## src/rtl/axil_led_pkg.sv

```systemverilog
// Shared constants for the AXI-Lite LED controller: register offsets, response codes,
// register-select decode and byte-strobe merge helper.
package axil_led_pkg;

    localparam logic [31:0] ID_DEFAULT = 32'h4C45_4430;

    localparam logic [1:0] RESP_OKAY   = 2'b00;
    localparam logic [1:0] RESP_SLVERR = 2'b10;

    localparam logic [31:0] OFF_ID           = 32'h00;
    localparam logic [31:0] OFF_SCRATCH      = 32'h04;
    localparam logic [31:0] OFF_LED_OUT      = 32'h08;
    localparam logic [31:0] OFF_BLINK_PERIOD = 32'h0C;
    localparam logic [31:0] OFF_BLINK_MASK   = 32'h10;
    localparam logic [31:0] OFF_CYCLE_CNT    = 32'h14;

    typedef enum logic [2:0] {
        SEL_ID,
        SEL_SCRATCH,
        SEL_LED_OUT,
        SEL_PERIOD,
        SEL_MASK,
        SEL_CYCLE,
        SEL_NONE
    } reg_sel_e;

    // Word decode; byte-lane bits [1:0] never take part.
    function automatic reg_sel_e decode(input logic [31:0] addr);
        case (addr[31:2])
            OFF_ID[31:2]:           return SEL_ID;
            OFF_SCRATCH[31:2]:      return SEL_SCRATCH;
            OFF_LED_OUT[31:2]:      return SEL_LED_OUT;
            OFF_BLINK_PERIOD[31:2]: return SEL_PERIOD;
            OFF_BLINK_MASK[31:2]:   return SEL_MASK;
            OFF_CYCLE_CNT[31:2]:    return SEL_CYCLE;
            default:                return SEL_NONE;
        endcase
    endfunction

    function automatic logic [31:0] apply_strb(input logic [31:0] cur, input logic [31:0] wr,
                                               input logic [3:0] strb);
        logic [31:0] r;
        r = cur;
        for (int b = 0; b < 4; b++)
            if (strb[b]) r[8*b +: 8] = wr[8*b +: 8];
        return r;
    endfunction

endpackage

```

## src/rtl/axil_led_blink.sv

```systemverilog
// Blink phase generator: phase toggles every `period` cycles; period 0 parks it low.
module axil_led_blink (
    input  logic        clk,
    input  logic        rst_n,
    input  logic [31:0] period,
    input  logic        period_wr,
    output logic        phase
);

    logic [31:0] cnt;

    always_ff @(posedge clk or negedge rst_n) begin
        if (!rst_n) begin
            cnt   <= '0;
            phase <= 1'b0;
        end else if (period_wr || period == 32'd0) begin
            cnt   <= '0;
            phase <= 1'b0;
        end else if (cnt >= period - 32'd1) begin
            cnt   <= '0;
            phase <= ~phase;
        end else begin
            cnt <= cnt + 32'd1;
        end
    end

endmodule

```

## src/rtl/axil_led_ctrl.sv

```systemverilog
// AXI4-Lite LED/ID/scratch/cycle-count register slave with blink engine.
// Define AXIL_LED_SLVERR_EN to return SLVERR for unmapped accesses and RO writes.
module axil_led_ctrl
    import axil_led_pkg::*;
#(
    parameter int          ADDR_WIDTH = 8,
    parameter int          NUM_LED    = 4,
    parameter logic [31:0] ID_VALUE   = ID_DEFAULT
) (
    input  logic                  axi_aclk,
    input  logic                  axi_aresetn,
    input  logic [ADDR_WIDTH-1:0] s_axil_awaddr,
    input  logic [2:0]            s_axil_awprot,
    input  logic                  s_axil_awvalid,
    output logic                  s_axil_awready,
    input  logic [31:0]           s_axil_wdata,
    input  logic [3:0]            s_axil_wstrb,
    input  logic                  s_axil_wvalid,
    output logic                  s_axil_wready,
    output logic [1:0]            s_axil_bresp,
    output logic                  s_axil_bvalid,
    input  logic                  s_axil_bready,
    input  logic [ADDR_WIDTH-1:0] s_axil_araddr,
    input  logic [2:0]            s_axil_arprot,
    input  logic                  s_axil_arvalid,
    output logic                  s_axil_arready,
    output logic [31:0]           s_axil_rdata,
    output logic [1:0]            s_axil_rresp,
    output logic                  s_axil_rvalid,
    input  logic                  s_axil_rready,
    output logic [NUM_LED-1:0]    led
);

    logic                  aw_full, w_full;
    logic [ADDR_WIDTH-1:0] aw_addr;
    logic [31:0]           w_data;
    logic [3:0]            w_strb;

    logic [31:0]           scratch, blink_period, cycle_cnt;
    logic [NUM_LED-1:0]    led_out, blink_mask;
    logic                  phase;

    reg_sel_e              wr_sel, rd_sel;
    logic                  wr_fire, wr_err, rd_err, period_wr;
    logic [31:0]           rd_data;
    logic                  unused;

    assign unused = ^{s_axil_awprot, s_axil_arprot};

    assign s_axil_awready = !aw_full && !s_axil_bvalid;
    assign s_axil_wready  = !w_full && !s_axil_bvalid;
    assign s_axil_arready = !s_axil_rvalid;

    assign wr_sel    = decode(32'(aw_addr));
    assign rd_sel    = decode(32'(s_axil_araddr));
    assign wr_fire   = aw_full && w_full && !s_axil_bvalid;
    assign period_wr = wr_fire && wr_sel == SEL_PERIOD;

`ifdef AXIL_LED_SLVERR_EN
    assign wr_err = wr_sel inside {SEL_ID, SEL_CYCLE, SEL_NONE};
    assign rd_err = rd_sel == SEL_NONE;
`else
    assign wr_err = 1'b0;
    assign rd_err = 1'b0;
`endif

    // Write channel holders, register file and B response.
    always_ff @(posedge axi_aclk or negedge axi_aresetn) begin
        if (!axi_aresetn) begin
            aw_full       <= 1'b0;
            w_full        <= 1'b0;
            aw_addr       <= '0;
            w_data        <= '0;
            w_strb        <= '0;
            s_axil_bvalid <= 1'b0;
            s_axil_bresp  <= RESP_OKAY;
            scratch       <= '0;
            blink_period  <= '0;
            led_out       <= '0;
            blink_mask    <= '0;
        end else begin
            if (s_axil_awvalid && s_axil_awready) begin
                aw_full <= 1'b1;
                aw_addr <= s_axil_awaddr;
            end
            if (s_axil_wvalid && s_axil_wready) begin
                w_full <= 1'b1;
                w_data <= s_axil_wdata;
                w_strb <= s_axil_wstrb;
            end
            if (wr_fire) begin
                s_axil_bvalid <= 1'b1;
                s_axil_bresp  <= wr_err ? RESP_SLVERR : RESP_OKAY;
                case (wr_sel)
                    SEL_SCRATCH: scratch      <= apply_strb(scratch, w_data, w_strb);
                    SEL_PERIOD:  blink_period <= apply_strb(blink_period, w_data, w_strb);
                    SEL_LED_OUT: led_out      <= NUM_LED'(apply_strb(32'(led_out), w_data, w_strb));
                    SEL_MASK:    blink_mask   <= NUM_LED'(apply_strb(32'(blink_mask), w_data, w_strb));
                    default:     ;
                endcase
            end
            if (s_axil_bvalid && s_axil_bready) begin
                s_axil_bvalid <= 1'b0;
                aw_full       <= 1'b0;
                w_full        <= 1'b0;
            end
        end
    end

    always_comb begin
        rd_data = '0;
        case (rd_sel)
            SEL_ID:      rd_data = ID_VALUE;
            SEL_SCRATCH: rd_data = scratch;
            SEL_LED_OUT: rd_data = 32'(led_out);
            SEL_PERIOD:  rd_data = blink_period;
            SEL_MASK:    rd_data = 32'(blink_mask);
            SEL_CYCLE:   rd_data = cycle_cnt;
            default:     rd_data = '0;
        endcase
    end

    // Read data is captured at the AR handshake, so a same-cycle write is not yet visible.
    always_ff @(posedge axi_aclk or negedge axi_aresetn) begin
        if (!axi_aresetn) begin
            s_axil_rvalid <= 1'b0;
            s_axil_rdata  <= '0;
            s_axil_rresp  <= RESP_OKAY;
        end else if (s_axil_arvalid && s_axil_arready) begin
            s_axil_rvalid <= 1'b1;
            s_axil_rdata  <= rd_err ? 32'd0 : rd_data;
            s_axil_rresp  <= rd_err ? RESP_SLVERR : RESP_OKAY;
        end else if (s_axil_rvalid && s_axil_rready) begin
            s_axil_rvalid <= 1'b0;
        end
    end

    always_ff @(posedge axi_aclk or negedge axi_aresetn) begin
        if (!axi_aresetn) cycle_cnt <= '0;
        else              cycle_cnt <= cycle_cnt + 32'd1;
    end

    axil_led_blink u_blink (
        .clk       (axi_aclk),
        .rst_n     (axi_aresetn),
        .period    (blink_period),
        .period_wr (period_wr),
        .phase     (phase)
    );

    always_ff @(posedge axi_aclk or negedge axi_aresetn) begin
        if (!axi_aresetn) led <= '0;
        else              led <= led_out ^ (blink_mask & {NUM_LED{phase}});
    end

endmodule

```

## config.mk

```make
export PLATFORM = sky130hd
export DESIGN_NAME = axil_led_ctrl
export DESIGN_NICKNAME = d
export VERILOG_FILES = /design/src/rtl/axil_led_pkg.sv /design/src/rtl/axil_led_blink.sv /design/src/rtl/axil_led_ctrl.sv
export SDC_FILE = /design/constraint.sdc
export NUM_CORES = 1
export LEC_CHECK = 0
export ABC_AREA = 1
export CAP_MARGIN = 10
export CORE_AREA = 2 2 183 167
export CTS_CLUSTER_DIAMETER = 150
export DETAILED_ROUTE_END_ITERATION = 16
export DIE_AREA = 0 0 185 169
export GPL_TIMING_DRIVEN = 1
export SLEW_MARGIN = 40
export SYNTH_ARGS = -nofsm -noshare
export SYNTH_HDL_FRONTEND = slang
export SYNTH_SLANG_ARGS = --single-unit
```

## constraint.sdc

```tcl
create_clock -name axi_aclk -period 2.85 [get_ports axi_aclk]
set_clock_uncertainty 0.05 [all_clocks]
set_input_delay 0.57 -clock axi_aclk [delete_from_list [all_inputs] [get_ports axi_aclk]]
set_output_delay 0.57 -clock axi_aclk [all_outputs]
set_load 0.005 [all_outputs]
```

Yosys cells after proc, flatten, opt, wreduce, memory -nomap -nowiden:

Index checks and enable logic that the tools add are counted.

* add/sub/neg operators: 3
* magnitude comparators: 1
* equal/unequal tests: 19
* muxes and demuxes: 15
* bitwise logic cells: 3
* reductions and logical operators: 34

Operators by type and width (count)
* case mux 32 bit (6 select lines): 1
* adder 32 x 1 -> 32 bit, second input constant: 2
* two-way mux 32 bit: 2
* case mux 3 bit (6 select lines): 2
* >= comparator 32 bit: 1
* logical NOT 32 bit: 1
* subtractor 32 x 1 -> 32 bit, second input constant: 1
* AND reduction 3 bit: 10
* equality test 6 x 2 -> 1 bit, second input constant: 4
* equality test 6 x 3 -> 1 bit, second input constant: 4
* equality test 3 x 2 -> 1 bit, second input constant: 4
* equality test 6 x 1 -> 1 bit, second input constant: 2
* logical NOT 6 bit: 2
* logical AND 1 bit: 10
* two-way mux 1 bit: 10
* nonzero test 2 bit: 5
* equality test 3 bit, second input constant: 3
* equality test 3 x 1 -> 1 bit, second input constant: 2
* AND 4 bit: 1
* logical NOT 1 bit: 4
* XOR 4 bit: 1
* logical NOT 3 bit: 1
* logical OR 1 bit: 1
* NOT 1 bit: 1

* flip-flop bits (word level): 221
* bits of input ports: 65
* output and inout port bits: 45
* word-level logic and storage cells: 97

Depth between registers and ports, before layout:

Gate-level depths: netlist of the first run.

* depth after elaboration: 6
* mapped depth: 22
* gate-level depth less buffers: 21

Cells and area by module:

A second synthesis of the first run with hierarchy kept.

* cell total of the unflattened synthesis: 1411
* area total of the unflattened synthesis: 11895.2 sq um

By module, submodules not included
* axil_led_ctrl: instances 1, cells each 898, area each 8461.9 sq um, sequential area each 4654.5 sq um
* axil_led_blink: instances 1, cells each 513, area each 3433.3 sq um, sequential area each 825.8 sq um

Least setup slack after synthesis of the first run:

OpenSTA, ideal clock, no wires.

* path type: reg-to-reg
* start point: reg blink_period[0]
* end point: reg u_blink.cnt[0]
* arrival time: 2.767 ns
* setup slack: -0.087 ns
* cell stages (with the launch flop): 21
* buffers on the path: 1
* clock period less this slack: 2.937 ns
* path through: dfrtp_1 -> inv_1 -> ha_1 -> nand2_1 -> inv_1 -> nand2_2 -> inv_1 -> nand4_1 -> nor2_2 -> nand3b_1 -> xor2_1 -> inv_1 -> ha_1 -> nand2_1 -> inv_1 -> nand3_1 -> nor3_1 -> nand3b_1 -> nand3_2 -> buf_2 -> nor2_1

* word-level cells in the longest chain between the ends: 4
* elaborated cells between the ends (all ways): 6

Ends and longest elaborated chain
* from (decl): line axil_led_ctrl.sv:39 `logic [31:0] scratch, blink_period, cycle_cnt;`
* from (signal assigned): line axil_led_ctrl.sv:96 `SEL_PERIOD: blink_period <= apply_strb(blink_period, w_data, w_strb);`
* subtractor 32 x 1 -> 32 bit: line axil_led_blink.sv:19 `end else if (cnt >= period - 32'd1) begin`
* >= comparator 32 bit: line axil_led_blink.sv:19
* two-way mux 32 bit: line axil_led_blink.sv:19
* two-way mux 32 bit *: line axil_led_blink.sv:16 `end else if (period_wr || period == 32'd0) begin`
* to (signal assigned): line axil_led_blink.sv:23 `cnt <= cnt + 32'd1;`
* to (decl): line axil_led_blink.sv:10 `logic [31:0] cnt;`

Every way passes the cells marked *; elsewhere a longest branch is shown, timed or not.
A chain may end at the register's enable or synchronous reset.

Final worst setup path of the first run:

* start point: reg blink_period[0]
* end point: reg u_blink.cnt[15]

Same word-level chain as after synthesis.

==> impl_metrics.yaml, run 1 <==
synth:
  ys_ff_latch: 219
  avgSynthCellArea_sq_um: 8.41
  seq_area_frac_synth_pct: 48.2
  syn_inst: 1351
  ys_types: 40
  yosys_warnings: 0
  syn-cell-area_sq_mm: 0.0114
cts:
  cts_sinks: 219
  h-tree-depth: 1
  cts_tree: "done"
  ctsLongestPathBuffers: 3
  cts_root_buf: "clkbuf_16"
  clkTransAtPathRegs_ns: 0.06
  numCtsBuffers: 25
  clk_latency_ns: 0.56
floorplan:
  io_pins: 110
  core_sq_mm: 0.0294
  die_w_microns: 185
  die-area_sq_mm: 0.0313
  core.rowCount: 60
  start_util_pct: 38.6
  die_h_microns: 169
placement:
  gp_congestion: 0.913
  port_buffers: 95
  dp_slack_ns: -0.357
  place_hpwl_microns: 23200
  dpl_cell_area_sq_mm: 0.0134
pwr:
  internal_power_mw: 10.1
  leakage_nw: 6.99
  peakVddDrop_uv: 1020
  power_frac_comb_pct: 55.7
  switching_power_mw: 7.16
  netSwitchingFraction_pct: 41.4
  powerDensity_mw_per_mm2: 1180
  p_clk_share_pct: 20.9
  pwr-share-seq_pct: 23.4
route:
  ant_nets: 0
  avgRoutedWirePerCell_microns: 16.3
  drt_wl_total_microns: 31800
  remaining_drc_errors: 0
  drt_pass1_iterations: 7
  num_vias: 9678
  drtIter0Drc: 710
  viasPerCell: 4.97
sta:
  setup_slack_ns: -0.282
  setup_viol: 33
  min_period_ns: 3.13
  finalCritPeriodShare_pct: 110
  max_slew_margin_pct: 54.7
  hold_violations: 0
  fmax_ghz: 0.319
  worst_pin_slew_ns: 0.673
  rsz0062_at_grt: "true"
  report.final.slew_viol_count: 0
grt:
  grt_use_total_pct: 20.7
  overflow: 0
  grt_start_max_net_pins: 82
  grt_pass1_wl_microns: 51000
  antenna_found_initial: 0
  first_global_vias: 9487
critical_path:
  end_kind: "register"
  worstRegToRegCells: 20
  cp.required_ns: 3.23
  cp_max_fo: 16
  crit_path_start_kind: "register"
  arrival_ns: 3.51
  setup.worst_path.class: "reg -> reg"
layout:
  nNetsFinal: 1630
  syn_to_final_growth_pct: 28.7
  antennaDiodeCount: 0
  drive_gt1_share_pct: 13.7
  nFillCells: 2781
  fin_area_sq_mm: 0.0146
status:
  violations: "setup timing"
  outcome: "complete, but fails checks"
worst_hold_path:
  hold_depth: 2
  hold_path.class: "reg -> reg"
job:
  cap_violations: 0
through the flow:
stage | utilization (%) | instances | power (mW) | hold slack, ns | setup TNS [ns]
floorplan | - | 1354 | 9.38 | 0.224 | 0
global placement | 45.5 | 1893 | 11.9 | 0.415 | -9.17
detailed placement | 45.5 | 1893 | 12.1 | 0.417 | -10.82
CTS | 49.0 | 1943 | 16.1 | 0.433 | -6.29
global route | 49.7 | 1948 | 18.7 | 0.449 | -16.06
finish | 49.7 | 1948 | 17.3 | 0.426 | -8.43
cells in the mapped netlist, drive strengths merged:
master | count | area, sq um
dfrtp | 219 | 5480
nand2 | 317 | 1200
nor4b | 1 | 23.8
o21ai | 81 | 417
nor2 | 166 | 663
clkbuf | 19 | 71.3
ha | 37 | 463
conb | 1 | 3.75
nor3 | 41 | 253
o21a | 1 | 7.51
o22a | 1 | 10.0
a21o | 1 | 7.51
xnor2 | 25 | 219
nor4 | 6 | 43.8
o211ai | 5 | 37.5
nand4 | 51 | 319
nand3 | 78 | 415
mux2 | 5 | 56.3
and3 | 1 | 6.26
a22o | 13 | 114
xor2 | 66 | 578
or2 | 1 | 6.26
nand3b | 4 | 30.0
a21oi | 56 | 284
buf | 21 | 134
inv | 131 | 492
o2111ai | 3 | 26.3
flip-flops by register name (all words and copies together), names as in the netlist:
signal	cells
w_data	32
blink_mask	4
aw_addr	6
s_axil_bvalid	1
led_out	4
w_strb	4
led	4
u_blink.cnt	32
w_full	1
blink_period	32
u_blink.phase	1
s_axil_rvalid	1
aw_full	1
scratch	32
cycle_cnt	32
s_axil_rdata	32
timing repair:
action	4_1_cts	5_1_grt
endpoints found under the hold margin	1	0
gates resized for setup	17	34
hold buffers	1	0
endpoints found under the setup margin	33	33
gates cloned	0	2
pin swaps	7	4
setup buffers	5	3
placed cells by master (no fill, tap or decap), types with 13 or more instances in the layout:
cell type / synthesis / routed
nand4_1: 51 / 51
clkbuf_16: 0 / 27
a22o_1: 13 / 13
buf_4: 12 / 78
xnor2_1: 25 / 25
nor2_2: 7 / 19
nor3_1: 34 / 29
dfrtp_1: 219 / 216
nor2_1: 156 / 137
nand2_1: 314 / 310
clkdlybuf4s50_1: 0 / 94
ha_1: 37 / 36
xor2_1: 66 / 66
o21ai_0: 80 / 79
a21oi_1: 55 / 53
inv_1: 128 / 124
nand3_1: 73 / 70
worst max-delay path, cell delays in order, from the launching register on:
cell,delay (ns)
dfrtp_1,0.41
inv_2,0.12
ha_4,0.16
nand2_4,0.06
inv_4,0.07
nand2_4,0.06
inv_4,0.05
nand4_1,0.13
nor2_2,0.18
xor2_1,0.17
inv_1,0.06
ha_1,0.27
nand2_1,0.08
nor2_2,0.14
nand4_1,0.12
nor3_2,0.20
buf_4,0.16
nand3b_1,0.14
nand3_4,0.15
clkbuf_16,0.20
nor2_1,0.05
cell type report:
| class | instances | area, sq um | area share (%) |
|---|---|---|---|
| Tap cell | 403 | 504 | 3.45 |
| Multi-Input combinational cell | 964 | 5390 | 36.9 |
| Sequential cell | 219 | 5480 | 37.5 |
| Timing Repair Buffer | 187 | 1810 | 12.4 |
| Clock inverter | 7 | 178 | 1.22 |
| Clock buffer | 37 | 751 | 5.13 |
| Inverter | 131 | 497 | 3.40 |
power groups by stage:
stage	sequential (mW)	clock, mW	combinational (mW)
finish	4.04	3.62	9.64
detailed placement	4.09	0	8.00
global route	4.10	3.80	10.8
floorplan	4.06	0	5.32
CTS	4.04	3.68	8.41
global placement	4.06	0	7.82
final timing paths:
| path | from | to | slack, ns |
|---|---|---|---|
| max reg2reg | blink_period[0] | u_blink.cnt[15] | -0.28 |
| min in group asynchronous | axi_aresetn | u_blink.cnt[6] | 0.57 |
| min reg2reg | s_axil_rdata[22] | s_axil_rdata[22] | 0.43 |
| max | blink_period[0] | u_blink.cnt[15] | -0.28 |
| min | s_axil_rdata[22] | s_axil_rdata[22] | 0.43 |
| max in group asynchronous | axi_aresetn | w_data[31] | 1.40 |
routing by layer:
layer / up-vias / track usage [%] / wire length (microns)
li1: 4771 / - / -
met3: 36 / 2.86 / 1640
met4: 0 / 4.31 / 557
met2: 259 / 31.3 / 13600
met5: - / 0 / 0
met1: 4612 / 31.5 / 15900
cells by family after synthesis:
logic type      share of synthesized area, %
fa+ha+maj                               4.07
flops                                   48.2
mux                                    0.495
buf+inv                                 6.13
other cells                           0.0330
compound gates                          7.95
simple gates                            26.1
xor+xnor                                7.01
Note: power is estimated with default switching activity, not from simulation.
==> inputs of run 2 (changes only) <==
--- a/config.mk
+++ b/config.mk
@@ -12,6 +12,7 @@
 export DETAILED_ROUTE_END_ITERATION = 16
 export DIE_AREA = 0 0 185 169
 export GPL_TIMING_DRIVEN = 1
+export PLACE_DENSITY = 0.66
 export SLEW_MARGIN = 40
 export SYNTH_ARGS = -nofsm -noshare
 export SYNTH_HDL_FRONTEND = slang
==> run 2 against run 1 <==
Against the previous run:
- the flow still finishes with violations (setup timing)
- fmax is 2.8% lower
- power is 1.3% lower
- flip-flop and latch count stayed put
- critical path type unchanged
- highest routed layer is now met5
==> impl_metrics.yaml, run 2 (synthesized netlist as in run 1, its figures left out) <==
pwr:
  pwr-share-seq_pct: 23.7
  power_mw: 17.1
  power_frac_comb_pct: 56.0
  powerDensity_mw_per_mm2: 1170
  leakage_nw: 7.02
  switching_power_mw: 7.02
  peakVddDrop_uv: 968
  p_clk_share_pct: 20.3
  netSwitchingFraction_pct: 41.1
  internal_power_mw: 10.0
grt:
  grt_use_met3_pct: 3.79
  grt_busiest_layer: "met2"
  grt_util_met1_pct: 30.5
  grt_start_max_net_pins: 78
  overflow: 0
  antenna_found_initial: 1
  grtUsageMet2_pct: 31.1
  grt_use_total_pct: 20.6
  first_global_vias: 9620
  grt_pass1_wl_microns: 50800
floorplan:
  io_pins: 110
  die-area_sq_mm: 0.0313
  core.rowCount: 60
  die_w_microns: 185
  start_util_pct: 38.6
  die_h_microns: 169
  core_sq_mm: 0.0294
layout:
  drive_gt1_share_pct: 12.9
  nNetsFinal: 1639
  layout_common_cells: "311 x nand2_1, 219 x dfrtp_1, 147 x nor2_1, 125 x inv_1, 94 x clkdlybuf4s50_1"
  antennaDiodeCount: 0
  final_core_utilization_pct: 49.4
  final_common_cell: "nand2_1"
  syn_to_final_growth_pct: 27.9
critical_path:
  rr_startpoint: "blink_period[1]"
  cp.required_ns: 3.25
  path_cells: "inv_1 > ha_2 > nand2_2 > inv_2 > nand2_2 > inv_2 > nand4_1 > nor2_2 > nand3b_1 > xor2_1 > inv_1 > ha_1 > nand2_1 > inv_1 > o21ai_0 > nand2_1 > a21oi_2 > nand2_2 > a21oi_4 > nand3_4 > clkbuf_16 > nor2_1"
  setup.worst_path.class: "reg -> reg"
  cp_max_fo: 8
  end_kind: "register"
  cp_slowest_cell: "dfrtp_1"
  crit_path_start_kind: "register"
  arrival_ns: 3.62
  rrSetupSlack_ns: -0.37
  startpoint: "blink_period[1]"
  max_stage_delay_ns: 0.40
cts:
  clkTransAtPathRegs_ns: 0.06
  ctsLongestPathBuffers: 3
  cts_root_buf: "clkbuf_16"
  cts_sinks: 219
  cts_tree: "done"
  numCtsBuffers: 24
  clk_latency_ns: 0.54
  h-tree-depth: 1
route:
  ant_nets: 0
  avgRoutedWirePerCell_microns: 16.3
  viasPerCell: 5.03
  drt_pass1_iterations: 7
  drtIter0Drc: 769
  drt_wl_total_microns: 31800
  remaining_drc_errors: 0
  num_vias: 9847
sta:
  hold_violations: 0
  max_slew_margin_pct: 56.3
  finalCritPeriodShare_pct: 113
  min_period_ns: 3.22
  fmax_ghz: 0.310
  rsz0062_at_grt: "true"
  setup_viol: 33
  report.final.slew_viol_count: 0
  setup_slack_ns: -0.374
  worst_pin_slew_ns: 0.656
worst_hold_path:
  hp-start: "cycle_cnt[31]"
  hold_path.class: "reg -> reg"
job:
  cap_violations: 0
status:
  outcome: "complete, but fails checks"
  violations: "setup timing"
placement:
  place_hpwl_microns: 23700
  port_buffers: 95
  gp_congestion: 0.911
[run 2: changes by cell type in the layout (fill, tap and decap cells not counted), moves of 3 or more]
cell / change
nor2_4: -6
buf_4: +10
nor3_1: +3
nor2_2: -4
dfrtp_2: -3
clkinv_2: +3
dfrtp_1: +3
nand3_2: -3
nor2_1: +10
nand3_1: +3
[run 2: final timing paths]
path,endpoint,cells after the start
min in group asynchronous,blink_mask[2],2
max,u_blink.cnt[12],22
min reg2reg,cycle_cnt[31],1
max reg2reg,u_blink.cnt[12],22
max in group asynchronous,blink_period[13],3
min,cycle_cnt[31],1
[run 2: per-layer routing]
metal / wire length (microns) / part of all wire (%)
met1: 15500 / 49
met2: 13500 / 42
met3: 2180 / 6.8
met4: 676 / 2.1
met5: 13 / 0.041
[run 2: final cells by class]
cell class	count	area, sq um
inverters	131	492
flip-flops and latches	219	5480
repair buffers	197	1890
multi-input cells	964	5280
clock buffers	33	694
fillers	2842	14900
clock inverters	11	196
well taps	403	504
[run 2: power groups by stage]
stage | Clock, mW | Sequential (mW) | Combinational [mW]
after CTS | 3.53 | 4.04 | 8.45
after floorplan | 0 | 4.06 | 5.32
after detailed placement | 0 | 4.09 | 8.27
after global routing | 3.67 | 4.12 | 10.5
final | 3.46 | 4.04 | 9.56
after global placement | 0 | 4.06 | 8.05
[run 2: critical path: cells and delay by family, from the launching register on]
kind,cells,cell delay (ns)
flip-flops,1,0.40
XOR/XNOR,1,0.15
AND/OR/NAND/NOR,10,1.16
AO/OA/AOI/OAI,3,0.39
buffers and inverters,6,0.54
adder cells (fa/ha/maj),2,0.45
[run 2: stage by stage]
step | instance area (sq um) | cells | hold slack, ns | setup slack (ns) | setup TNS, ns
5_1_grt | 14500 | 1958 | 0.455 | -0.571 | -18.44
6_report | 14500 | 1958 | 0.423 | -0.374 | -11.24
3_3_place_gp | 13500 | 1902 | 0.415 | -0.202 | -6.23
2_1_floorplan | 11400 | 1354 | 0.224 | 0.00351 | 0
4_1_cts | 14400 | 1950 | 0.426 | -0.293 | -8.81
3_5_place_dp | 13500 | 1902 | 0.415 | -0.295 | -8.97
[run 2: what timing repair did]
item,4_1_cts,5_1_grt
gates cloned,0,3
resized for setup,3,13
buffers inserted,3,5
setup endpoints to repair,33,33
pin swaps,4,5
hold buffers,1,0
endpoints found under the hold margin,15,0
